==> src/rtl/multicycle_ctrl.sv <==
// multicycle_ctrl -- multi-cycle control unit for the single-issue datapath.
//
// Sequences IF -> ID -> EXE -> MEM -> WB. The fetched instruction is latched
// into an internal IR when leaving IF. All control outputs are combinational
// from the current state and the latched IR.
//
// Ports:
//   clk        system clock, rising-edge active
//   rst        synchronous active-high reset (forces all controls low this cycle)
//   instr      instruction-memory read data, valid during IF
//   zero       ALU zero flag, consumed by beq in EXE
//   PcWrite    PC load enable
//   PcSrc      00 = PC+4, 01 = branch target, 10 = jump target
//   IrWrite    datapath IR load enable (IF only)
//   RegWrite   register-file write enable (WB only)
//   RegDst     1 = rd, 0 = rt
//   MemWrite   data-memory write enable (final MEM cycle of sw)
//   MemToReg   1 = writeback from memory, 0 = from ALU
//   ExtSel     1 = sign-extend imm16, 0 = zero-extend
//   Alu_SrcA   1 = shamt, 0 = ReadData1
//   Alu_SrcB   1 = extended immediate, 0 = ReadData2
//   Alu_Op     ALU operation code
//   state      current state, for debug
//   illegal_op one-cycle pulse in ID for an unsupported opcode/funct
module multicycle_ctrl #(
  parameter int unsigned MEM_WAIT = 0
) (
  input  logic        clk,
  input  logic        rst,
  input  logic [31:0] instr,
  input  logic        zero,
  output logic        PcWrite,
  output logic [1:0]  PcSrc,
  output logic        IrWrite,
  output logic        RegWrite,
  output logic        RegDst,
  output logic        MemWrite,
  output logic        MemToReg,
  output logic        ExtSel,
  output logic        Alu_SrcA,
  output logic        Alu_SrcB,
  output logic [3:0]  Alu_Op,
  output logic [2:0]  state,
  output logic        illegal_op
);

  typedef enum logic [2:0] {
    S_IF  = 3'd0,
    S_ID  = 3'd1,
    S_EXE = 3'd2,
    S_MEM = 3'd3,
    S_WB  = 3'd4
  } state_t;

  localparam logic [3:0] WAIT_LAST = 4'(MEM_WAIT);

  state_t      state_q, state_d;
  logic [31:0] ir_q, ir_d;
  logic [3:0]  cnt_q, cnt_d;

  // Decoded fields of the latched instruction
  logic [5:0] op_s, funct_s;
  logic [3:0] dec_op_s;
  logic       dec_srca_s, dec_srcb_s, dec_ext_s;
  logic       is_r_s, is_lw_s, is_sw_s, is_beq_s, is_j_s, legal_s;

  // Register fields are consumed by the datapath, not by control
  logic unused_ir_s;
  assign unused_ir_s = ^ir_q[25:6];

  assign op_s    = ir_q[31:26];
  assign funct_s = ir_q[5:0];

  // Instruction decode: ALU op, operand sources and instruction class
  always_comb begin
    dec_op_s   = 4'd0;
    dec_srca_s = 1'b0;
    dec_srcb_s = 1'b0;
    dec_ext_s  = 1'b0;
    is_r_s     = 1'b0;
    is_lw_s    = 1'b0;
    is_sw_s    = 1'b0;
    is_beq_s   = 1'b0;
    is_j_s     = 1'b0;
    legal_s    = 1'b1;
    case (op_s)
      6'b000000: begin
        is_r_s = 1'b1;
        case (funct_s)
          6'b100000, 6'b100001: dec_op_s = 4'b0001;
          6'b100010, 6'b100011: dec_op_s = 4'b0010;
          6'b101010:            dec_op_s = 4'b0011;
          6'b100100:            dec_op_s = 4'b0100;
          6'b100111:            dec_op_s = 4'b0101;
          6'b100101:            dec_op_s = 4'b0110;
          6'b100110:            dec_op_s = 4'b0111;
          6'b000000: begin dec_op_s = 4'b1000; dec_srca_s = 1'b1; end
          6'b000010: begin dec_op_s = 4'b1001; dec_srca_s = 1'b1; end
          default: begin
            is_r_s  = 1'b0;
            legal_s = 1'b0;
          end
        endcase
      end
      6'b001001: begin dec_op_s = 4'b0001; dec_srcb_s = 1'b1; dec_ext_s = 1'b1; end
      6'b001010: begin dec_op_s = 4'b0011; dec_srcb_s = 1'b1; dec_ext_s = 1'b1; end
      6'b001100: begin dec_op_s = 4'b0100; dec_srcb_s = 1'b1; end
      6'b001101: begin dec_op_s = 4'b0110; dec_srcb_s = 1'b1; end
      6'b001110: begin dec_op_s = 4'b0111; dec_srcb_s = 1'b1; end
      6'b100011: begin dec_op_s = 4'b0001; dec_srcb_s = 1'b1; dec_ext_s = 1'b1; is_lw_s = 1'b1; end
      6'b101011: begin dec_op_s = 4'b0001; dec_srcb_s = 1'b1; dec_ext_s = 1'b1; is_sw_s = 1'b1; end
      6'b000100: begin dec_op_s = 4'b0010; dec_ext_s = 1'b1; is_beq_s = 1'b1; end
      6'b000010: is_j_s = 1'b1;
      default:   legal_s = 1'b0;
    endcase
  end

  // Next-state logic and control outputs
  always_comb begin
    state_d    = state_q;
    ir_d       = ir_q;
    cnt_d      = cnt_q;
    PcWrite    = 1'b0;
    PcSrc      = 2'b00;
    IrWrite    = 1'b0;
    RegWrite   = 1'b0;
    RegDst     = 1'b0;
    MemWrite   = 1'b0;
    MemToReg   = 1'b0;
    ExtSel     = 1'b0;
    Alu_SrcA   = 1'b0;
    Alu_SrcB   = 1'b0;
    Alu_Op     = 4'd0;
    illegal_op = 1'b0;
    state      = state_q;

    // Decoded ALU controls are held in every state after fetch
    if (state_q != S_IF) begin
      Alu_Op   = dec_op_s;
      Alu_SrcA = dec_srca_s;
      Alu_SrcB = dec_srcb_s;
      ExtSel   = dec_ext_s;
    end else begin
      Alu_Op   = 4'd0;
    end

    case (state_q)
      S_IF: begin
        IrWrite = 1'b1;
        PcWrite = 1'b1;
        ir_d    = instr;
        state_d = S_ID;
      end
      S_ID: begin
        if (is_j_s) begin
          PcWrite = 1'b1;
          PcSrc   = 2'b10;
          state_d = S_IF;
        end else if (!legal_s) begin
          illegal_op = 1'b1;
          state_d    = S_IF;
        end else begin
          state_d = S_EXE;
        end
      end
      S_EXE: begin
        if (is_beq_s) begin
          PcWrite = zero;
          PcSrc   = 2'b01;
          state_d = S_IF;
        end else if (is_lw_s || is_sw_s) begin
          state_d = S_MEM;
        end else begin
          state_d = S_WB;
        end
      end
      S_MEM: begin
        if (cnt_q == WAIT_LAST) begin
          cnt_d    = 4'd0;
          MemWrite = is_sw_s;
          state_d  = is_sw_s ? S_IF : S_WB;
        end else begin
          cnt_d = cnt_q + 4'd1;
        end
      end
      S_WB: begin
        RegWrite = 1'b1;
        MemToReg = is_lw_s;
        RegDst   = is_r_s;
        state_d  = S_IF;
      end
      default: state_d = S_IF;
    endcase

    // Reset cycle: nothing may be enabled, even mid-instruction (e.g. sw in MEM)
    if (rst) begin
      PcWrite    = 1'b0;
      PcSrc      = 2'b00;
      IrWrite    = 1'b0;
      RegWrite   = 1'b0;
      RegDst     = 1'b0;
      MemWrite   = 1'b0;
      MemToReg   = 1'b0;
      ExtSel     = 1'b0;
      Alu_SrcA   = 1'b0;
      Alu_SrcB   = 1'b0;
      Alu_Op     = 4'd0;
      illegal_op = 1'b0;
      state      = S_IF;
    end else begin
      state      = state_q;
    end
  end

  // State, IR and MEM wait-counter registers
  always_ff @(posedge clk) begin
    if (rst) begin
      state_q <= S_IF;
      ir_q    <= 32'd0;
      cnt_q   <= 4'd0;
    end else begin
      state_q <= state_d;
      ir_q    <= ir_d;
      cnt_q   <= cnt_d;
    end
  end

endmodule

==> config.mk <==
export PLATFORM = sky130hd
export DESIGN_NAME = multicycle_ctrl
export DESIGN_NICKNAME = d
export VERILOG_FILES = /design/src/rtl/multicycle_ctrl.sv
export SDC_FILE = /design/constraint.sdc
export NUM_CORES = 1
export LEC_CHECK = 0
export CAP_MARGIN = 20
export CORE_MARGIN = 2
export CORE_UTILIZATION = 45
export DETAILED_ROUTE_END_ITERATION = 10
export DONT_BUFFER_PORTS = 1
export GPL_TIMING_DRIVEN = 0
export PLACE_DENSITY = 0.59
export SLEW_MARGIN = 20
export SYNTH_ARGS = -nofsm -noshare
export SYNTH_HDL_FRONTEND = slang
export SYNTH_SLANG_ARGS = --single-unit
==> constraint.sdc <==
create_clock -name clk -period 3.8 [get_ports clk]
set_input_delay 0.76 -clock clk [delete_from_list [all_inputs] [get_ports clk]]
set_output_delay 0.76 -clock clk [all_outputs]
set_load 0.1 [all_outputs]
==> summary.md <==
| Metric | Value |
|---|---|
| Drt wl/cell | `between 15 and 20 µm` |
| Die Area | `approximately 0.0033 mm²` |
| CP Launch Point | `state_q[2]` |
| Distinct cell type count of the synthesized netlist | `50` |
| Final hold vios | `0` |
| CP Capture Point | `MemToReg` |
| Setup TNS | `0 ns` |
| Outcome | `complete, no violations` |
| CP Capture Type | `output pin` |
| Largest net degree at the start of global routing | `12` |
| Vias in the first global route | `1,001` |
| Remaining DRCs | `0` |
| Initial Util | `a little under half` |
| Final GP Congestion | `~0.85` |
| Die Ht | `roughly 57 µm` |
| Hpwl dp | `approximately 2400 µm` |
| # clock sinks | `19` |
| Non-filler cells, final | `about 190` |
| Fmax | `about 270 MHz` |
| Total number of vias | `roughly 1,200` |
| Tightest Pin Transition | `~1.1 ns` |
| Final worst setup slack | `approximately 0.11 ns` |
| Reg power frac | `approximately 41%` |
| CP Launch Type | `flip-flop` |
| Slew Viols, Final | `0` |
| Synthesized instance count | `153` |
| Fin crit share | `approximately 100%` |
| Clk pin slew, worst setup/hold paths | `~0.12 ns` |
| Clock buffer count from CTS | `3` |
| DRT iter0 DRCs | `46` |
| Sw power | `0.271 mW` |
| Area delta synth->final | `16.3%` |
| Post-Syn Area | `0.00126 mm²` |
| Post-synth ARST share | `0%` |
| Power, Total | `between 0.6 and 0.7 mW` |
| Core area | `roughly 0.0027 mm²` |
| Power share of the combinational group | `a little over two fifths` |
| R2r setup slk | `about 1.7 ns` |
| CTS tree | `built` |
| ANT nets after route | `0` |
| Reg-to-Reg Start | `state_q[1]` |
| Vias per cell | `6.20` |
| Crit Reg-Reg Endpoint | `ir_q[28]` |
| Final setup fails | `0` |
| Final instance area | `around 0.0015 mm²` |
| Number of port buffers | `0` |
| Req. time, crit path | `a little over 3 ns` |
| # rows | `19` |
| Crit-path max FO | `9` |
| Max clock buf depth | `2` |
| Clock skew | `0.00717 ns` |
| Die width | `about 57 µm` |
| Peak VDD IR | `0.299 mV` |
| Worst EP arrival | `between 2 and 3 ns` |
| Hold_ws | `a little over 0.5 ns` |
| First drt pass iteration count | `5` |
| Yosys warns | `0` |
| Placed Cells | `186` |
| Diode count | `0` |
| Seq. cell area | `382 µm²` |
| Switching Share | `between 40 and 50%` |
| # H-tree levels | `1` |
| Initial antenna violation count | `0` |
| First-pass GRT wire length | `~5000 µm` |
| Hold Crit Class | `reg -> reg` |
| Core Util, Final | `a little over half` |
| Multi-input logic area | `925 µm²` |
| FILL cells | `between 200 and 300` |
| Num ports | `54` |
| Total grt overflow | `0` |
| Max-slew headroom | `23.5%` |
| R2R depth | `4` |
| Share of total power in the clock network | `roughly 17%` |
| Placed Area | `between 0.001 and 0.0015 mm²` |
| RSZ-0062 raised after global routing | `false` |
| Max-cap violation count | `0` |
| Syn Area/Cell | `8.27 µm²` |
| Ys flop type | `dfxtp_1` |
| Hold Buf Count CTS | `0` |
| Pwr/cell area | `410 mW/mm²` |
| Fraction of layout cells with a size suffix above 1 | `roughly a fifth` |
| Worst skew pair latency | `around 0.30 ns` |
| Sequential area share after synthesis | `a little under a third` |
| Leak | `0.499 nW` |
| CP Class | `reg -> out` |
| WL final | `roughly 3100 µm` |
| Syn_nets | `190` |
| Place WS | `-0.194 ns` |
| GRT Total Usage | `around 20%` |
| Fin nets | `196` |
| Yosys reg bits | `19` |
| Int Power | `0.332 mW` |
| Root Buffer | `clkbuf_4` |
| EDFF count, synth | `0` |
| Fin crit period | `3.69 ns` |
==> worst min-delay path by stage <==
stage / startpoint / end / cells after the start
global route: cnt_q[1] / cnt_q[1] / 2
finish: cnt_q[1] / cnt_q[1] / 2
floorplan: cnt_q[1] / cnt_q[1] / 2
CTS: cnt_q[1] / cnt_q[1] / 2
global placement: cnt_q[1] / cnt_q[1] / 2
detailed placement: cnt_q[1] / cnt_q[1] / 2
==> per-layer routing <==
| metal | GRT usage (%) | wire, µm | up-vias |
|---|---|---|---|
| met5 | 0 | 0 | - |
| met4 | 3.99 | 17 | 0 |
| met3 | 4.99 | 182 | 2 |
| met2 | 32.2 | 1480 | 32 |
| met1 | 26.1 | 1420 | 556 |
| li1 | - | - | 581 |
==> layout by cell type, fill, tap and decap left out, types with 2 or more instances in the layout <==
cell,count
a22o_1,10
buf_8,2
and3_1,3
nor4_4,2
nand4b_1,3
nor2b_2,2
nor3b_1,2
a21oi_1,7
or4_4,2
or2_2,3
nand2_1,14
inv_1,6
a31oi_1,2
ha_1,2
nand3b_1,2
dfxtp_1,18
buf_2,4
clkbuf_1,4
and2_1,3
nor3_1,3
clkbuf_4,3
o21a_1,3
a211oi_4,2
nand4_1,2
o211ai_1,3
o21ai_0,5
xor2_1,2
nor2_1,7
nand2b_1,4
nor4_1,2
==> registers in the layout (all words and copies together), names as in the netlist <==
signal   cells
ir_q        12
cnt_q        4
state_q      3
==> Yosys cell counts, types with 3 or more instances <==
| cell | instances | area, µm² |
|---|---|---|
| nor3_1 | 5 | 25.0 |
| nor4_1 | 3 | 18.8 |
| o21ai_0 | 5 | 25.0 |
| and3_1 | 4 | 25.0 |
| o211ai_1 | 3 | 22.5 |
| a21oi_1 | 8 | 40.0 |
| dfxtp_1 | 19 | 380 |
| clkbuf_1 | 5 | 18.8 |
| inv_1 | 6 | 22.5 |
| buf_2 | 4 | 20.0 |
| nor2_1 | 7 | 26.3 |
| nand4b_1 | 3 | 26.3 |
| and2_1 | 3 | 18.8 |
| nand2b_1 | 4 | 25.0 |
| or2_2 | 3 | 18.8 |
| nor3b_1 | 3 | 22.5 |
| a22o_1 | 10 | 87.6 |
| nand2_1 | 14 | 52.6 |
| nor2b_1 | 4 | 25.0 |
| o21a_1 | 3 | 22.5 |
==> worst max-delay path, stage by stage, from the launching register on <==
cell	delay (ns)
dfxtp_2	0.44
nor2b_4	0.59
nor3b_4	1.04
and3b_4	0.56
==> cell type report <==
cell class	count	area share, %
buffer	10	3.15
clock buffer	3	1.53
clock inverter	1	0.340
inverter	6	1.53
multi-input combinational	117	62.8
sequential	19	25.9
tap	31	2.64
timing repair buffer	2	2.04
==> what timing repair did <==
| item | CTS | global route |
|---|---|---|
| pin swaps | 1 | 1 |
| resized for setup | 4 | 0 |
| buffers inserted | 0 | 0 |
| endpoints found under the setup margin | 2 | 1 |
==> power groups by stage <==
stage / Clock (mW) / Combinational [mW] / Sequential, mW
2_1_floorplan: 0 / 0.206 / 0.242
3_3_place_gp: 0 / 0.232 / 0.248
3_5_place_dp: 0 / 0.252 / 0.248
4_1_cts: 0.109 / 0.252 / 0.245
5_1_grt: 0.118 / 0.270 / 0.250
6_report: 0.105 / 0.252 / 0.246
==> cell families after synthesis <==
family	Yosys count	synth area share, %
AO/OA/AOI/OAI	43	24.5
XOR/XNOR	2	1.39
adder cells (fa/ha/maj)	3	2.77
buffers and inverters	17	5.74
flip-flops	19	30.1
multiplexers	1	0.791
AND/OR/NAND/NOR	68	34.7
(Power assumes the default switching activity.)
